File: src/rtl/slow_tick_timer.sv
// Synchronizes the divided slow clock, turns each rising edge into a one-cycle
// tick enable, and runs a start/abort countdown timer measured in those ticks.
module slow_tick_timer #(
    parameter int SYNC_STAGES = 2,
    parameter int CNT_W       = 8
) (
    input  logic             clkIn,
    input  logic             reset,
    input  logic             slowIn,
    input  logic             start,
    input  logic [CNT_W-1:0] load_val,
    input  logic             abort,
    output logic             tick,
    output logic             busy,
    output logic             done,
    output logic [CNT_W-1:0] remaining
);

    typedef enum logic {
        IDLE = 1'b0,
        RUN  = 1'b1
    } state_t;

    state_t                 state;
    state_t                 state_next;
    logic [SYNC_STAGES-1:0] sync;
    logic                   sync_last;
    logic                   prev;
    logic [CNT_W-1:0]       remaining_next;
    logic                   done_next;

    assign sync_last = sync[SYNC_STAGES-1];

    // slowIn is asynchronous data; bit 0 is the first metastability-catching flop
    always_ff @(posedge clkIn or posedge reset) begin
        if (reset) begin
            sync <= '0;
            prev <= 1'b0;
            tick <= 1'b0;
        end else begin
            sync <= {sync[SYNC_STAGES-2:0], slowIn};
            prev <= sync_last;
            tick <= sync_last & ~prev;
        end
    end

    always_ff @(posedge clkIn or posedge reset) begin
        if (reset) begin
            state     <= IDLE;
            remaining <= '0;
            done      <= 1'b0;
        end else begin
            state     <= state_next;
            remaining <= remaining_next;
            done      <= done_next;
        end
    end

    // In RUN, abort beats start, which beats tick; remaining is never 0 while in RUN
    always_comb begin
        state_next     = state;
        remaining_next = remaining;
        done_next      = 1'b0;
        case (state)
            IDLE: begin
                if (start) begin
                    if (load_val != '0) begin
                        state_next     = RUN;
                        remaining_next = load_val;
                    end else begin
                        done_next = 1'b1;
                    end
                end
            end
            RUN: begin
                if (abort) begin
                    state_next     = IDLE;
                    remaining_next = '0;
                end else if (start) begin
                    if (load_val != '0) begin
                        remaining_next = load_val;
                    end else begin
                        state_next     = IDLE;
                        remaining_next = '0;
                        done_next      = 1'b1;
                    end
                end else if (tick) begin
                    if (remaining > CNT_W'(1)) begin
                        remaining_next = remaining - CNT_W'(1);
                    end else begin
                        state_next     = IDLE;
                        remaining_next = '0;
                        done_next      = 1'b1;
                    end
                end
            end
            default: begin
                state_next     = IDLE;
                remaining_next = '0;
            end
        endcase
    end

    always_comb begin
        busy = (state == RUN);
    end

endmodule

File: config.mk
export PLATFORM = sky130hd
export DESIGN_NAME = slow_tick_timer
export DESIGN_NICKNAME = d
export VERILOG_FILES = /design/src/rtl/slow_tick_timer.sv
export SDC_FILE = /design/constraint.sdc
export NUM_CORES = 1
export LEC_CHECK = 0
export CORE_UTILIZATION = 50
export CTS_CLUSTER_DIAMETER = 30
export DETAILED_ROUTE_END_ITERATION = 7
export PLACE_DENSITY_LB_ADDON = 0.3
export SETUP_SLACK_MARGIN = 0.3
export SYNTH_ARGS = -nofsm -noshare
export SYNTH_HDL_FRONTEND = slang
export SYNTH_SLANG_ARGS = --single-unit
export TNS_END_PERCENT = 100
File: constraint.sdc
create_clock -name clkIn -period 5.1 [get_ports clkIn]
set_input_delay 1.275 -clock clkIn [delete_from_list [all_inputs] [get_ports clkIn]]
set_output_delay 1.275 -clock clkIn [all_outputs]
set_load 0.05 [all_outputs]
Word level (Yosys, flattened, before mapping)
Index checks and enable logic that the tools add are counted.

Register bits: 14. Bits of input ports: 13. Output and inout port bits: 11.

Add/subtract/negate cells: 1. Order comparisons: 1. Eq/ne operators: 3. Multiplexer cells: 22. Bitwise operators: 3. Reduce and logical (&&, ||, !) cells: 2.

Operator list (number): $mux W8 (7); $pmux W8 S2 (1); $mux W1 (12); $gt A8 B1 Y1 const B (1); $reduce_bool A8 Y1 (1); $sub A8 B1 Y8 const B (1); $ne A2 B2 Y1 const B (2); $ne A4 B4 Y1 const B (1); $pmux W1 S2 (2); $reduce_and A3 Y1 (1); $not A1 Y1 (2); $and A1 B1 Y1 (1).

Depth between registers and ports, before layout
Gate-level depths: netlist (run 1).

Depth in word-level cells: 6. Gate-level depth with buffers: 6. Gate-level depth less buffers: 6.

Worst setup path after synthesis (run 1)
Ideal clock, no wire load.

Path type: input to register. From: input port load_val[0]. To: register remaining[2]. Library setup time: 0.121 ns. Data arrival time: 2.239 ns. Data required time: 4.979 ns. Path slack: 2.739 ns. Cell stages on the path: 4. Path through: nor4_1 a21bo_2 o22ai_1 a22o_2.

Cells in the longest elaborated chain, start to end: 5. Elaborated cells between the ends (all ways): 7.

RTL lines: start, declared (RTL line 11) `input logic [CNT_W-1:0] load_val,`; $reduce_bool A8 Y1 * (RTL line 67, 80); $mux W8 (RTL line 80) `if (load_val != '0) begin`; $mux W8 (RTL line 79) `end else if (start) begin`; $mux W8 (RTL line 76) `if (abort) begin`; $pmux W8 S2 (RTL line 64) `case (state)`; end signal, assigned (RTL line 54) `remaining <= remaining_next;`; end, declared (RTL line 16) `output logic [CNT_W-1:0] remaining`.

Mark *: on every way between the ends. The rest lies on a longest branch, timed or not. A chain may end at the register's enable or synchronous reset.

Worst setup path in the final report (run 1)
From: register remaining[2]. To: output port remaining[2].

No word-level cell between the ends.

==> results.sh, run 1 <==
export IMPL_hold_class="register to register"
export IMPL_cts_setup_buffers=0
export IMPL_finalNonFillerCells=129
export IMPL_vias=860
export IMPL_async_flop_share=1.000
export IMPL_synth_edf_count=0
export IMPL_core_sq_um=1559
export IMPL_layout_drive_gt1_share=0.08850
export IMPL_fin_ws_ns=2.170
export IMPL_synth_commonest_cells="dfrtp_1 (14), a22o_1 (7), inv_1 (5), nand2_1 (5), nor2_1 (5)"
export IMPL_antenna_found_initial=0
export IMPL_die_area_sq_um=1908
export IMPL_place_ws_ns=2.104
export IMPL_fp_row_count=14
export IMPL_crit_buf_inv=1
export IMPL_yosysMostFrequentCell="dfrtp_1"
export IMPL_tns_ns=0
export IMPL_crit_fanout=8
export IMPL_synth_area_sq_um=868.3
export IMPL_avgSynthCellArea_sq_um=9.757
export IMPL_critPathMaxStageDelay_ns=0.86
export IMPL_synthTopCellsByArea="dfrtp_1 (40%), a22o_1 (7.1%), ha_1 (2.9%)"
export IMPL_cts_tree="built"
export IMPL_p_total_mw=0.3874
export IMPL_port_buffers=23
export IMPL_period_share=0.5744
export IMPL_clock_sinks=14
export IMPL_antenna_cells=0
export IMPL_grt_start_max_net_pins=15
export IMPL_cpLargestDelayFamily="buffers and inverters"
export IMPL_clock_path_buffers=2
export IMPL_fin_crit_ns=2.930
export IMPL_max_slew_margin=0.6362
export IMPL_seq_area_sq_um=350.3
export IMPL_clock_skew_ns=0.002729
export IMPL_setup_worst_path_end_class="output port"
export IMPL_postCtsResizedCells=0
export IMPL_slew_viol_final=0
export IMPL_gp_congestion=1.016
export IMPL_worst_pin_slew_ns=0.5445
export IMPL_status="finished, violations left"
export IMPL_numPlacedInstances=126
export IMPL_critPathKind="register to output port"
export IMPL_hold_viol_final=0
export IMPL_first_pass_iters=6
export IMPL_ctsRootBufferMaster="clkbuf_4"
export IMPL_clock_latency_ns=0.29
export IMPL_grt_pass1_vias=800
export IMPL_ir_worst_vdd_mv=0.2205
export IMPL_ys_types=40
export IMPL_violations="DRC"
export IMPL_synth_top_area_frac=0.4035
export IMPL_max_freq_mhz=341.3
export IMPL_ys_warn_count=0
export IMPL_ios=24
export IMPL_layout_nets=130
export IMPL_ant_nets=0
export IMPL_seq_area_frac_synth=0.4035
export IMPL_cts_buffers=3
export IMPL_syn_num_nets=104
export IMPL_p_per_area_nw_per_um2=342.9
export IMPL_synthFlopType="dfrtp_1"
export IMPL_cp_data_required_time_ns=3.83
export IMPL_rsz0062_at_grt="no"
export IMPL_dp_hpwl_um=1702
export IMPL_fp_dieW_um=43.68
export IMPL_synth_cells=89
export IMPL_synth_ff_latch_count=14
export IMPL_grt_usage=0.2740
export IMPL_leakage_nw=0.4726
export IMPL_multi_input_area_sq_um=488.0
export IMPL_clk_pin_slew_ns=0.08
export IMPL_arrival_ns=1.65
export IMPL_start_util=0.5570
export IMPL_area_growth_pct=30.11
export IMPL_h_tree_depth=1
export IMPL_gr_total_overflow=0
export IMPL_cap_viol_max_count=0
export IMPL_slowest_stage="clkdlybuf4s50_1"
export IMPL_vias_per_cell=6.667
export IMPL_postCtsHoldBufs=0
export IMPL_startpoint_type="register"
export IMPL_drt_wl_total_um=2234
export IMPL_drc=2
export IMPL_setup_viol=0
export IMPL_path_cells="clkdlybuf4s50_1"
export IMPL_dieHeight_um=43.68
export IMPL_wl_per_cell_um=17.32
export IMPL_first_iter_violations=61
export IMPL_grt_pass1_wl_um=3719
export IMPL_synth_top_area_cell="dfrtp_1"
export IMPL_fillers=117
## routing by layer
layer / share of wire / routed length, um / vias to the layer above / track usage
met5: 0 / 0 / - / 0
met4: 0.052 / 116 / 0 / 0.1875
met3: 0.098 / 218 / 16 / 0.06250
met2: 0.44 / 984 / 68 / 0.4030
met1: 0.41 / 914 / 387 / 0.3564
li1: - / - / 389 / -
## layout make-up
type | count | share of cell area
multi-input cells | 68 | 0.4319
repair buffers | 23 | 0.2038
well taps | 16 | 0.01772
flip-flops and latches | 14 | 0.3101
inverters | 5 | 0.01661
clock buffers | 3 | 0.01993
## through the flow
stage	instance area [sq um]	hold slack (ns)	util
floorplan	868.3	0.3312	-
global placement	1107	0.3451	0.7103
detailed placement	1107	0.3433	0.7103
CTS	1130	0.3708	0.7247
global route	1130	0.3747	0.7247
finish	1130	0.3638	0.7247
## flip-flops by register name, indices dropped and copies added, names as in the netlist
name and flops:
remaining 8, sync 2, busy 1, done 1, prev 1, tick 1
## power breakdown
group / total [mW] / switching (mW) / internal [mW]
logic: 0.173 / 0.105 / 0.0688
clock network: 0.0646 / 0.0371 / 0.0276
registers: 0.149 / 0.0249 / 0.125
total: 0.387 / 0.166 / 0.221
## kinds of logic after synthesis
logic type                 after synthesis  share of synthesized area
xor gates and xnor gates                 2                    0.02018
DFF                                     14                     0.4035
buffers and inverters                    7                    0.03458
and+or+nand+nor                         34                     0.2334
AOI/OAI and AO/OA                       30                     0.2795
adders and majority gates                2                    0.02881
## final timing paths
kind / from / endpoint / slack [ns] / depth (start not counted)
worst max-delay path: remaining[2]$_DFFE_PP0P_ / remaining[2] / 2.17 / 1
worst min-delay path: sync[0]$_DFF_PP0_ / sync[1]$_DFF_PP0_ / 0.36 / 0
worst max register to register: remaining[0]$_DFFE_PP0P_ / remaining[7]$_DFFE_PP0P_ / 3.13 / 6
worst min register to register: sync[0]$_DFF_PP0_ / sync[1]$_DFF_PP0_ / 0.36 / 0
max in group asynchronous: reset / remaining[7]$_DFFE_PP0P_ / 3.45 / 2
min in group asynchronous: reset / sync[1]$_DFF_PP0_ / 1.31 / 2
## placed cells by master, fill, tap and decap left out, types with 2 or more instances in the layout
master and n:
a21boi_0 2, a22o_1 7, a31oi_1 2, clkbuf_4 3, clkdlybuf4s50_1 23, dfrtp_1 14, ha_1 2, inv_1 5
nand2_1 5, nand2b_1 3, nand3_1 2, nand4_1 2, nor2_1 5, nor2b_1 4, nor3_1 2, nor4_1 3
o21ai_0 2, o22ai_1 2, o2bb2ai_1 2, o32ai_1 2, xor2_1 2
Power figures use the tool's default switching activity.
==> run 2: changes to the inputs <==
CORE_UTILIZATION = 42   (was 50)
clock period = 2.69 ns   (was 5.1 ns; I/O delays follow)
==> run 2 against run 1 <==
  * The run now ends clean
  * Wire length is 3.2% lower
  * Critical path depth stayed put
  * Clock power is 130% higher
  * Total power is 96% higher
  * Worst setup slack got worse by 1.8 ns
  * Combinational power grew 89%
  * Critical path type unchanged
  * Via count shrank 1.2%
  * Sequential power up 88%
==> results.sh, run 2 (synthesized netlist as in run 1, its figures left out) <==
export IMPL_p_per_area_nw_per_um2=651.2
export IMPL_hold_class="register to register"
export IMPL_rsz0062_at_grt="no"
export IMPL_cts_buffers=3
export IMPL_slew_viol_final=0
export IMPL_first_pass_iters=4
export IMPL_worst_pin_slew_ns=0.5877
export IMPL_vias=850
export IMPL_clock_sinks=14
export IMPL_dr_wl_met2_um=1067
export IMPL_top_layer="met4"
export IMPL_grt_pass1_vias=726
export IMPL_min_from="sync[0]$_DFF_PP0_"
export IMPL_path_cells="clkdlybuf4s50_1"
export IMPL_cp_data_required_time_ns=2.02
export IMPL_critPathMaxStageDelay_ns=0.85
export IMPL_cts_setup_buffers=0
export IMPL_wl_per_cell_um=15.23
export IMPL_gp_congestion=0.9125
export IMPL_crit_fanout=7
export IMPL_area_growth_pct=34.15
export IMPL_grt_usage=0.2163
export IMPL_dp_hpwl_um=1669
export IMPL_clock_latency_ns=0.28
export IMPL_fp_row_count=16
export IMPL_gr_total_overflow=0
export IMPL_status="finished, final reports clean"
export IMPL_postCtsHoldBufs=0
export IMPL_place_ws_ns=0.2689
export IMPL_period_share=0.8574
export IMPL_arrival_ns=1.63
export IMPL_cpLargestDelayFamily="buffers and inverters"
export IMPL_port_buffers=23
export IMPL_ant_nets=0
export IMPL_antenna_cells=0
export IMPL_hold_path_cell_count=0
export IMPL_tns_ns=0
export IMPL_largest_reg_flops=8
export IMPL_leakage_nw=0.4852
export IMPL_final_common_cell="clkdlybuf4s50_1"
export IMPL_drc=0
export IMPL_max_freq_mhz=433.6
export IMPL_antenna_found_initial=0
export IMPL_critPathKind="register to output port"
export IMPL_setup_worst_path_end_class="output port"
export IMPL_cap_viol_max_count=0
export IMPL_slowest_stage="clkdlybuf4s50_1"
export IMPL_ios=24
export IMPL_h_tree_depth=1
export IMPL_crit_cells=1
export IMPL_met3_length_um=165
export IMPL_clock_skew_ns=0.01067
export IMPL_regToRegStartpoint="remaining[0]$_DFFE_PP0P_"
export IMPL_startpoint_type="register"
export IMPL_core_sq_um=1962
export IMPL_first_iter_violations=52
export IMPL_design_area_sq_um=1165
export IMPL_postCtsResizedCells=0
export IMPL_grt_start_max_net_pins=15
export IMPL_start_util=0.4426
export IMPL_cts_tree="built"
export IMPL_regToRegSetupSlack_ns=0.72
export IMPL_max_slew_margin=0.6046
export IMPL_fin_ws_ns=0.3836
export IMPL_fin_crit_ns=2.306
export IMPL_final_cell_mix="clkdlybuf4s50_1 (23), dfrtp_1 (14), a22o_1 (7)"
export IMPL_layout_nets=131
export IMPL_m1WireLength_um=919
export IMPL_clk_pin_slew_ns=0.09
export IMPL_layout_drive_gt1_share=0.1043
export IMPL_die_area_sq_um=2253
export IMPL_dieHeight_um=47.47
export IMPL_hold_end="sync[1]$_DFF_PP0_"
export IMPL_reg_top3="remaining x8, sync x2"
export IMPL_grt_pass1_wl_um=3353
export IMPL_r2r_end="remaining[7]$_DFFE_PP0P_"
export IMPL_clock_path_buffers=2
export IMPL_crit_buf_inv=1
export IMPL_r2r_cells=6
export IMPL_hold_viol_final=0
export IMPL_placed_area_sq_um=1129
export IMPL_setup_viol=0
export IMPL_fp_dieW_um=47.47
export IMPL_drt_wl_total_um=2163
export IMPL_ctsRootBufferMaster="clkbuf_4"
export IMPL_regMostFlops="remaining"
export IMPL_vias_per_cell=5.986
export IMPL_ir_worst_vdd_mv=0.4209
-- run 2: changes by cell type in the layout (fill, tap and decap cells not counted), sizes merged --
cell and change:
buf +1, clkbuf +1
-- run 2: final cells by class --
cell class / count / area (sq um)
multi-input cells: 68 / 488.0
fillers: 192 / 797.0
flip-flops and latches: 14 / 350.3
well taps: 27 / 33.78
repair buffers: 24 / 237.7
inverters: 5 / 18.77
clock buffers: 4 / 36.28
-- run 2: report_power, final --
group / switching (mW) / total, mW / internal (mW)
sequential: 0.0443 / 0.280 / 0.236
combinational: 0.196 / 0.327 / 0.131
clock: 0.0687 / 0.151 / 0.0824
total: 0.309 / 0.759 / 0.450
-- run 2: metal layers --
layer,global-route usage,vias to the layer above
li1,-,393
met1,0.2938,408
met2,0.3397,47
met3,0.06038,2
met4,0.05714,0
met5,0,-
-- run 2: metrics by stage --
| step | power (mW) | cells | utilization | hold slack (ns) |
|---|---|---|---|---|
| 2_1_floorplan | 0.5000 | 89 | - | 0.3312 |
| 3_3_place_gp | 0.6036 | 138 | 0.5753 | 0.3469 |
| 3_5_place_dp | 0.6099 | 138 | 0.5753 | 0.3370 |
| 4_1_cts | 0.7593 | 142 | 0.5938 | 0.3670 |
| 5_1_grt | 0.8003 | 142 | 0.5938 | 0.3789 |
| 6_report | 0.7586 | 142 | 0.5938 | 0.3604 |
-- run 2: how the worst max path moves through the flow --
stage,slack (ns),startpoint,endpoint
2_1_floorplan,0.61,remaining[0]$_DFFE_PP0P_,remaining[7]$_DFFE_PP0P_
3_3_place_gp,0.27,start,remaining[0]$_DFFE_PP0P_
3_5_place_dp,0.27,load_val[4],remaining[7]$_DFFE_PP0P_
4_1_cts,0.38,remaining[0]$_DFFE_PP0P_,remaining[0]
5_1_grt,0.32,remaining[0]$_DFFE_PP0P_,remaining[0]
6_report,0.38,remaining[0]$_DFFE_PP0P_,remaining[0]
==> run 3: changes to the inputs <==
CTS_CLUSTER_DIAMETER = default   (was 30)
==> results of run 3 <==
The final DEF is identical to that of run 2; final timing and power are the same.
==> RTL change 1 (config.mk and constraints of run 1) <==
Put one more register stage on the output `done`, cleared by the reset. The value now appears one clock later. The other outputs are not delayed to match.
--- a/src/rtl/slow_tick_timer.sv
+++ b/src/rtl/slow_tick_timer.sv
@@ -20,6 +20,8 @@
         IDLE = 1'b0,
         RUN  = 1'b1
     } state_t;
+
+    logic done_s0;
 
     state_t                 state;
     state_t                 state_next;
@@ -48,11 +50,11 @@
         if (reset) begin
             state     <= IDLE;
             remaining <= '0;
-            done      <= 1'b0;
+            done_s0   <= 1'b0;
         end else begin
             state     <= state_next;
             remaining <= remaining_next;
-            done      <= done_next;
+            done_s0   <= done_next;
         end
     end
 
@@ -105,5 +107,13 @@
         busy = (state == RUN);
     end
 
+    always_ff @(posedge clkIn or posedge reset) begin
+        if (reset) begin
+            done <= '0;
+        end else begin
+            done <= done_s0;
+        end
+    end
+
 endmodule
 
Behaviour: not the same (a bounded check fails within 4 cycles, from zero or initial values and one cycle with reset high).
==> RTL change 1 against run 1 <==
- global-route usage is 2.6 points lower
- routed wire length is 6.4% lower
- combinational power is 40% higher
- cell area is 3.9% higher
- total power is 24% higher
- worst setup slack worse by 0.012 ns
- die area is 3.3% higher
- synthesized area is 3.5% higher
- sequential cell count is 1 higher
==> RTL change 1: results (changes against run 1) <==
metric,value,unit,change
clock_skew,0.00245,ns,was 0.00273 ns
wl_met1,944,um,was 914 um
drtIter0Drc,16,,was 61
met2WireLength,973,um,was 984 um
hp-class,register to register,,unchanged
dp_hpwl,1580,um,was 1700 um
clk_pin_slew,0.09,ns,
syn-num-nets,113,,was 104
num_antenna_cells,0,,unchanged
r2r_slack,3.27,ns,was 3.13 ns
final-setup-viol-count,0,,unchanged
peakVddDrop,320,uV,was 221 uV
gr-usage-all-layers,0.248,,was 0.274
grt_pass1_wl,3510,um,was 3720 um
synth.area.mux_share,0.0279,,was 0
yosys-top-cells-area,"dfrtp_1 (42%), o21ai_0 (5.6%), nand2_1 (4.2%), inv_1 (3.8%), nor2_1 (2.9%)",,"was dfrtp_1 (40%), a22o_1 (7.1%), ha_1 (2.9%), nor2b_1 (2.9%), inv_1 (2.2%)"
port_buffers,23,,unchanged
outcome,completed,,was finished with violations
synth_compound_area_frac,0.283,,was 0.280
gr-usage-met1,0.324,,was 0.356
grt_max_degree,16,,was 15
drive_gt1_frac,0.0732,,was 0.0885
leakagePower,0.518,nW,was 0.473 nW
routed_wl,2090,um,was 2230 um
hold_slack,0.353,ns,was 0.364 ns
use_met2,0.400,,was 0.403
fin_nets,139,,was 130
place.gp.congestion,0.901,,was 1.02
synth_xor_area_frac,0.00975,,was 0.0202
wl_met3,124,um,was 218 um
top_usage_layer,met2,,unchanged
critical_path.max_fanout,10,,was 8
placed_area,1150,um^2,was 1110 um^2
regToRegStartpoint,remaining[0],,unchanged
synth_fa_ha_area_frac,0.0279,,was 0.0288
routed-via-count,854,,was 860
reg2reg_to,remaining[7],,unchanged
regArea,375,um^2,was 350 um^2
grt_pass1_vias,812,,was 800
use_met3,0.0245,,was 0.0625
syn_area_per_cell,9.17,um^2,was 9.76 um^2
seq_area_frac_synth,0.418,,was 0.403
dp_slack,2.01,ns,was 2.10 ns
synth_cell_types,34,,was 40
post-cts-setup-buffers,0,,unchanged
drtPass1Iterations,4,,was 6
wl_per_cell,14.2,um,was 17.3 um
synthTopCellsByCount,"dfrtp_1 (15), nand2_1 (10), o21ai_0 (10)",,"was dfrtp_1 (14), a22o_1 (7), inv_1 (5), nand2_1 (5), nor2_1 (5)"
clock_path_buffers,2,,unchanged
fillers,136,,was 117
arrival,1.67,ns,was 1.65 ns
ys_warn_count,0,,unchanged
tightestPinTransition,0.560,ns,was 0.545 ns
[RTL change 1: cell type report]
| type | instances | share of cell area |
|---|---|---|
| Clock inverter | 1 | 0.00426 |
| Timing Repair Buffer | 23 | 0.196 |
| Multi-Input combinational cell | 72 | 0.406 |
| Clock buffer | 3 | 0.0192 |
| Inverter | 9 | 0.0288 |
| Tap cell | 24 | 0.0256 |
| Sequential cell | 15 | 0.320 |
[RTL change 1: worst max-delay path by stage]
stage | from | endpoint | slack (ns) | cells past startpoint
detailed placement | load_val[0] | remaining[7] | 2.01 | 6
finish | busy | busy | 2.16 | 1
global placement | load_val[0] | remaining[7] | 2.09 | 6
global route | load_val[0] | remaining[7] | 2.10 | 6
CTS | busy | busy | 2.16 | 1
floorplan | load_val[0] | remaining[2] | 2.84 | 6
[RTL change 1: power by group]
part / switching [mW] / internal, mW
Combinational: 0.150 / 0.0924
Sequential: 0.0295 / 0.139
Clock: 0.0396 / 0.0292
Total: 0.220 / 0.261
==> RTL change 2 (settings of run 1) <==
Without the edit above. The parameter `SYNC_STAGES` goes from 2 to 4.
--- a/src/rtl/slow_tick_timer.sv
+++ b/src/rtl/slow_tick_timer.sv
@@ -1,7 +1,7 @@
 // Synchronizes the divided slow clock, turns each rising edge into a one-cycle
 // tick enable, and runs a start/abort countdown timer measured in those ticks.
 module slow_tick_timer #(
-    parameter int SYNC_STAGES = 2,
+    parameter int SYNC_STAGES = 4,
     parameter int CNT_W       = 8
 ) (
     input  logic             clkIn,
Function: changed (a bounded check fails within 4 cycles, from zero or initial values and one cycle with reset high).
==> RTL change 2 against run 1 <==
- worst setup slack worse by 0.24 ns
- critical endpoint is now remaining[5]
- first-iteration DRC count down 49%
- sequential cell count up 2
- critical path type is now input pin to register
- routed wire length down 1.7%
- synthesized area up 5.9%
- sequential share of layout area up 2.3 points
- total power up 30%
- cell area up 6.3%
- combinational power up 35%
- highest routed layer unchanged
==> RTL change 2: results (changes against run 1) <==
metric,value,unit,change
outcome,completed,,was finished with violations
routed-via-count,862,,was 860
dp_slack,1.66,ns,was 2.10 ns
top_layer_used,met4,,unchanged
signal_buffers,23,,unchanged
wl_met1,942,um,was 914 um
multi_input_area_share,0.394,,was 0.432
wl_met3,196,um,was 218 um
syn_area_per_cell,9.48,um^2,was 9.76 um^2
tightestPinTransition,1.09,ns,was 0.545 ns
gr-usage-all-layers,0.237,,was 0.274
grt_pass1_vias,747,,was 800
wl_per_cell,15.1,um,was 17.3 um
regArea,400,um^2,was 350 um^2
n_clock_buffer,4,,was 3
grt_pass1_wl,3400,um,was 3720 um
fin_crit,3.17,ns,was 2.93 ns
clock_skew,0.00632,ns,was 0.00273 ns
ys_warn_count,0,,unchanged
gr-usage-met1,0.314,,was 0.356
top_regs,"remaining: 8 flops, sync: 4 flops",,"was remaining: 8 flops, sync: 2 flops"
port_buffers,23,,unchanged
vias_per_cell,5.94,,was 6.67
yosys-top-cells-area,"dfrtp_1 (44%), o21ai_0 (6.0%), nand2b_1 (4.1%), o31a_1 (3.8%), inv_1 (3.3%)",,"was dfrtp_1 (40%), a22o_1 (7.1%), ha_1 (2.9%), nor2b_1 (2.9%), inv_1 (2.2%)"
fillers,149,,was 117
peakVddDrop,232,uV,was 221 uV
synthTopCellsByCount,"dfrtp_1 (16), o21ai_0 (11), inv_1 (8)",,"was dfrtp_1 (14), a22o_1 (7), inv_1 (5), nand2_1 (5), nor2_1 (5)"
drive_gt1_frac,0.0583,,was 0.0885
switchingPower,0.219,mW,was 0.166 mW
dp_hpwl,1570,um,was 1700 um
nonClockInverterCount,8,,was 5
clock_path_buffers,2,,unchanged
met2WireLength,1020,um,was 984 um
hp-class,register to register,,unchanged
critical_path.max_fanout,14,,was 8
hold_slack,0.360,ns,was 0.364 ns
p_seq,0.184,mW,was 0.149 mW
buffer_area_frac,0.192,,was 0.204
leakagePower,0.490,nW,was 0.473 nW
fin_nets,136,,was 130
seq_cells,16,,was 14
syn-num-nets,112,,was 104
r2r_slack,2.95,ns,was 3.13 ns
clock_cell_area_share,0.0302,,was 0.0199
place.gp.congestion,0.887,,was 1.02
synthToLayoutAreaGrowth,30.6,%,was 30.1%
use_met3,0.0440,,was 0.0625
arrival,3.36,ns,was 1.65 ns
seq_area_frac_synth,0.435,,was 0.403
synth_cell_types,36,,was 40
multi_input_comb_cells,69,,was 68
powerClk,0.0855,mW,was 0.0646 mW
drtPass1Iterations,4,,was 6
clk_pin_slew,0.10,ns,was 0.08 ns
drtIter0Drc,31,,was 61
synth_area,920,um^2,was 868 um^2
use_met2,0.379,,was 0.403
p_int,0.283,mW,was 0.221 mW
grt_max_degree,17,,was 15
==> RTL change 2: final timing paths <==
| kind | startpoint | endpoint | cells after the start |
|---|---|---|---|
| worst min register to register | sync[0] | sync[1] | 0 |
| worst min-delay path | sync[0] | sync[1] | 0 |
| worst max register to register | busy | remaining[5] | 4 |
| max in group asynchronous | reset | remaining[1] | 2 |
| min in group asynchronous | reset | remaining[6] | 2 |
| worst max-delay path | start | remaining[5] | 5 |
==> RTL change 2: cells by family after synthesis <==
logic type | Yosys count | synth area share
buffers and inverters | 12 | 0.0503
AO/OA/AOI/OAI | 37 | 0.280
flip-flops | 16 | 0.435
AND/OR/NAND/NOR | 30 | 0.207
adder cells (fa/ha/maj) | 2 | 0.0272
==> RTL change 2: critical path, stage by stage <==
cell	delay, ns
clkdlybuf4s50_1	0.63
inv_1	0.13
a32oi_1	0.81
a21bo_2	0.31
a22o_1	0.22
